File: config.mk
export PLATFORM = sky130hd
export DESIGN_NAME = alu_rr_scheduler
export DESIGN_NICKNAME = d
export VERILOG_FILES = /design/src/rtl/alu_pkg.sv /design/src/rtl/alu_core.sv /design/src/rtl/alu_rr_scheduler.sv
export SDC_FILE = /design/constraint.sdc
export NUM_CORES = 1
export LEC_CHECK = 0
export BUFFER_PORTS_ARGS = -buffer_cell sky130_fd_sc_hd__buf_2
export CORE_MARGIN = 2
export CORE_UTILIZATION = 51
export CTS_BUF_LIST = sky130_fd_sc_hd__clkbuf_16
export CTS_CLUSTER_DIAMETER = 120
export DETAILED_ROUTE_END_ITERATION = 12
export GPL_ROUTABILITY_DRIVEN = 0
export PLACE_DENSITY = 0.79
export SETUP_SLACK_MARGIN = 0.4
export SYNTH_ARGS = -nofsm -noshare
export SYNTH_HDL_FRONTEND = slang
export SYNTH_HIERARCHICAL = 1
export SYNTH_SLANG_ARGS = --single-unit
export TNS_END_PERCENT = 20
File: constraint.sdc
create_clock -name clk -period 5 [get_ports clk]
set_clock_uncertainty 0.2 [all_clocks]
set_input_delay 0.75 -clock clk [delete_from_list [all_inputs] [get_ports clk]]
set_output_delay 0.75 -clock clk [all_outputs]
set_load 0.1 [all_outputs]
File: src/rtl/alu_pkg.sv
// Shared types for the round-robin ALU scheduler: operand width, opcodes and FSM states.
package alu_pkg;

    localparam int W = 4;

    typedef enum logic [1:0] {
        OP_ADD = 2'b00,
        OP_SUB = 2'b01,
        OP_CMP = 2'b10,
        OP_AND = 2'b11
    } op_t;

    typedef enum logic [1:0] {
        ST_IDLE = 2'b00,
        ST_EXEC = 2'b01,
        ST_DONE = 2'b10
    } state_t;

endpackage

File: src/rtl/alu_core.sv
// Combinational ALU: add / sub / compare / and on the latched operands of the scheduler.
module alu_core #(
    parameter int W = alu_pkg::W
) (
    input  logic [1:0]   op,
    input  logic [W-1:0] a,
    input  logic [W-1:0] b,
    output logic [W:0]   result,
    output logic         eq,
    output logic         gt,
    output logic         lt
);
    import alu_pkg::*;

    logic [W-1:0] diff;

    always_comb begin
        result = '0;
        eq     = 1'b0;
        gt     = 1'b0;
        lt     = 1'b0;
        diff   = a - b;
        case (op_t'(op))
            OP_ADD: result = {1'b0, a} + {1'b0, b};
            // Top bit is a "no borrow" flag rather than a sign bit.
            OP_SUB: result = {(a >= b), diff};
            OP_CMP: begin
                eq = (a == b);
                gt = (a > b);
                lt = (a < b);
            end
            OP_AND: result = {1'b0, a & b};
            default: result = '0;
        endcase
    end

endmodule

File: src/rtl/alu_rr_scheduler.sv
// Two-requester round-robin scheduler around a shared ALU: grant, execute, then one-cycle done pulse.
module alu_rr_scheduler #(
    parameter int W = alu_pkg::W
) (
    input  logic         clk,
    input  logic         rst_n,
    input  logic         req0,
    input  logic         req1,
    input  logic [1:0]   op0,
    input  logic [1:0]   op1,
    input  logic [W-1:0] a0,
    input  logic [W-1:0] b0,
    input  logic [W-1:0] a1,
    input  logic [W-1:0] b1,
    output logic [1:0]   done,
    output logic [W:0]   result,
    output logic         eq,
    output logic         gt,
    output logic         lt,
    output logic         busy,
    output logic         grant_id
);
    import alu_pkg::*;

    state_t       state, state_nxt;
    logic         ptr, ptr_nxt;
    logic         winner;
    logic         take;

    logic [1:0]   op_p0;
    logic [W-1:0] a_p0, b_p0;

    logic [W:0]   core_result;
    logic         core_eq, core_gt, core_lt;

    // Pointer only matters on contention; a sole requester always wins.
    assign winner = (req0 && req1) ? ptr : req1;

    always_comb begin
        state_nxt = state;
        ptr_nxt   = ptr;
        take      = 1'b0;
        done      = 2'b00;
        case (state)
            ST_IDLE: begin
                if (req0 || req1) begin
                    take      = 1'b1;
                    state_nxt = ST_EXEC;
                end
            end
            ST_EXEC: state_nxt = ST_DONE;
            ST_DONE: begin
                done      = grant_id ? 2'b10 : 2'b01;
                ptr_nxt   = ~grant_id;
                state_nxt = ST_IDLE;
            end
            default: state_nxt = ST_IDLE;
        endcase
    end

    assign busy = (state != ST_IDLE);

    always_ff @(posedge clk) begin
        if (!rst_n) begin
            state    <= ST_IDLE;
            ptr      <= 1'b0;
            grant_id <= 1'b0;
        end else begin
            state <= state_nxt;
            ptr   <= ptr_nxt;
            if (take) grant_id <= winner;
        end
    end

    // Stage p0: capture the winner's operands; later input changes cannot disturb the operation.
    always_ff @(posedge clk) begin
        if (take) begin
            op_p0 <= winner ? op1 : op0;
            a_p0  <= winner ? a1  : a0;
            b_p0  <= winner ? b1  : b0;
        end
    end

    alu_core #(.W(W)) u_core (
        .op     (op_p0),
        .a      (a_p0),
        .b      (b_p0),
        .result (core_result),
        .eq     (core_eq),
        .gt     (core_gt),
        .lt     (core_lt)
    );

    // Stage p1: results update only in EXEC and hold until the next operation.
    always_ff @(posedge clk) begin
        if (!rst_n) begin
            result <= '0;
            eq     <= 1'b0;
            gt     <= 1'b0;
            lt     <= 1'b0;
        end else if (state == ST_EXEC) begin
            result <= core_result;
            eq     <= core_eq;
            gt     <= core_gt;
            lt     <= core_lt;
        end
    end

endmodule

==> metrics <==
status finished, final reports clean; initial antenna violation count 0; Total Nets Final a little under 200; H-tree levels 1; final setup vio count 0; DRC 0; area grow syn2layout 22.02%; HP Class reg2reg; CTS resizes 0; Cell Rows 18; via/cell ratio roughly 5.2; Tot GR Track Use approximately a fifth; slew margin rel. 65.11%; die width approximately 54 um; FILL cells ~190; Setup CP Type reg2out; Clock Latency Late Sink approximately 260 ps; clock-pin slew of the registers on the worst-case setup and hold paths approximately 60 ps; top-area cell type share of the netlist area between 20% and 30%; dpl cells roughly 190; Post-synth top flop dfxtp_1; count of final hold-check violations 0; CTS tree done; warnings from Yosys 6; DR pass1 iterations 4; Worst Tran Pin Value between 500 and 600 ps; post-route ant nets 0; Post-Synthesis Cells around 130; worst endpoint data arrival time ~1500 ps; Netlist cell types 37; Yosys top cell by area edfxtp_1; IR Drop Worst-Case VDD ~0.00023 V; EDFF count, synth 10; Multi-input gate area approximately 660 um2; Seq/Total Area, Yosys a little over two fifths; TNS Setup 0 ps; vias in the first global route between 900 and 1000; Slew Viols, Final 0; Synth Register Bits 22; hold slack about 250 ps; maximum fanout along the worst path 5; ranking of synthesized cells by area edfxtp_1, dfxtp_1, mux2_2; First DRT Iteration DRCs 23; RSZ-0062 raised after global routing false; # IOs 36; core footprint 2432 um2; first-pass GRT wire length between 4000 and 5000 um; FF+latch area between 500 and 600 um2; full die area just under 3000 um2; Syn Area/Cell 9.990 um2; Period minus WS final 2436 ps; number of max-cap violations 0; pwr/cell area roughly 370 nW/um2; global route overflow 0; Critical Path RT approximately 4000 ps; Non-Filler Instances 192; crit path launch type flop; Worst setup EP type primary output; Mapped Nets between 150 and 200; antenna cells 0; routed len/inst 13.01 um; Tot Pwr between 0.5 and 0.6 mW; FMAX 0.4106 GHz; Post-CTS Setup Bufs 0; WL final about 2500 um; clk buf depth 2; Netlist Area Pre-Place about 1300 um2; Vias roughly 1000; Starting Density 52.57%; proportion of layout cells with a drive suffix above 1 between 30% and 40%; Leak just over 0.7 nW; Buffers on Ports 35; largest net degree at the start of global routing 14; Post-synth ARST share 0%; Detail Placement HPWL about 1900 um; Hold-fix buffers, CTS 0; period utilization 48.71%; cts bufs inserted 3; die height between 50 and 60 um; Root Driver clkbuf_16; clock sink total 22
[flip-flops by register name (all words and copies together) (netlist names)]
name,count
result,5
a_p0,4
b_p0,4
op_p0,2
state,2
eq,1
grant_id,1
gt,1
lt,1
ptr,1
[final timing paths]
kind	startpoint	to	slack, ps	cells past startpoint
hold reg to reg	result[1]	result[1]	250	2
setup reg to reg	a_p0[2]	result[3]	2830	7
setup / recovery	state[1]	done[1]	2560	3
hold / removal	result[1]	result[1]	250	2
[metal layers]
layer	part of all wire [%]	vias to the layer above	track usage (%)	routed length, um
li1	-	509	-	-
met5	0	-	0	0
met4	1.9	0	8.333	48
met3	4.4	4	4.444	111
met1	41	461	22.34	1014
met2	53	32	36.99	1323
[cell usage after synthesis, types with 2 or more instances]
master,number
nand2_1,18
dfxtp_1,12
inv_1,11
edfxtp_1,10
mux2_2,10
a21boi_1,8
ha_1,8
a21oi_1,4
nand3_1,4
nor2_1,4
nor2b_1,4
o21ai_0,4
and2_1,3
clkbuf_1,2
fa_1,2
o21bai_1,2
xnor2_1,2
[worst max-delay path, stage by stage, from the launching register on]
cell	delay, ps
dfxtp_1	400
nor2b_1	230
and2_1	180
buf_2	430
[cell usage in the layout (no fill, tap or decap)]
cell type,n
dfxtp_1,12
o21ai_0,4
and2_1,3
xnor2_1,2
o211ai_1,1
nand2_1,18
inv_1,11
o22ai_1,1
ha_1,8
inv_2,1
nand4_1,1
mux2i_1,1
a221oi_2,1
or2_2,1
and3_1,1
fa_1,2
buf_2,35
a211oi_1,1
o21ai_2,1
edfxtp_1,10
o21a_1,1
nand3b_1,1
nand3_1,4
a21boi_1,8
a311oi_1,1
mux2_2,10
nand2b_1,1
o21bai_1,2
nor3b_1,1
a21oi_1,4
nor2b_1,4
o311ai_0,1
nor2_1,4
or4b_1,1
clkbuf_16,4
[metrics by stage]
stage / util [%] / worst slack (ps) / instance area [um2]
6_report: 64.15 / 2564 / 1560
5_1_grt: 64.15 / 2463 / 1560
4_1_cts: 64.15 / 2589 / 1560
3_5_place_dp: 60.03 / 2791 / 1460
3_3_place_gp: 60.03 / 2862 / 1460
2_1_floorplan: - / 1920 / 1279
[cell families after synthesis]
group,Yosys count,synth area share [%]
fa+ha+maj,10,10.96
compound gates,26,14.48
flops,22,42.27
buf+inv,17,5.968
mux,11,9.589
xor+xnor,2,1.370
simple gates,40,15.36
[report_power, final]
group | switching (mW) | internal, mW | total, mW
Sequential | 0.0129 | 0.206 | 0.219
Clock | 0.0657 | 0.139 | 0.205
Combinational | 0.102 | 0.0539 | 0.156
[layout make-up]
type                       count  area share, %
clock buffer                   4          6.415
inverter                      12          2.887
multi-input combinational     89          42.42
sequential                    22          34.64
tap                           30          2.406
timing repair buffer          35          11.23
No activity file was read; power rests on OpenSTA's default activity.
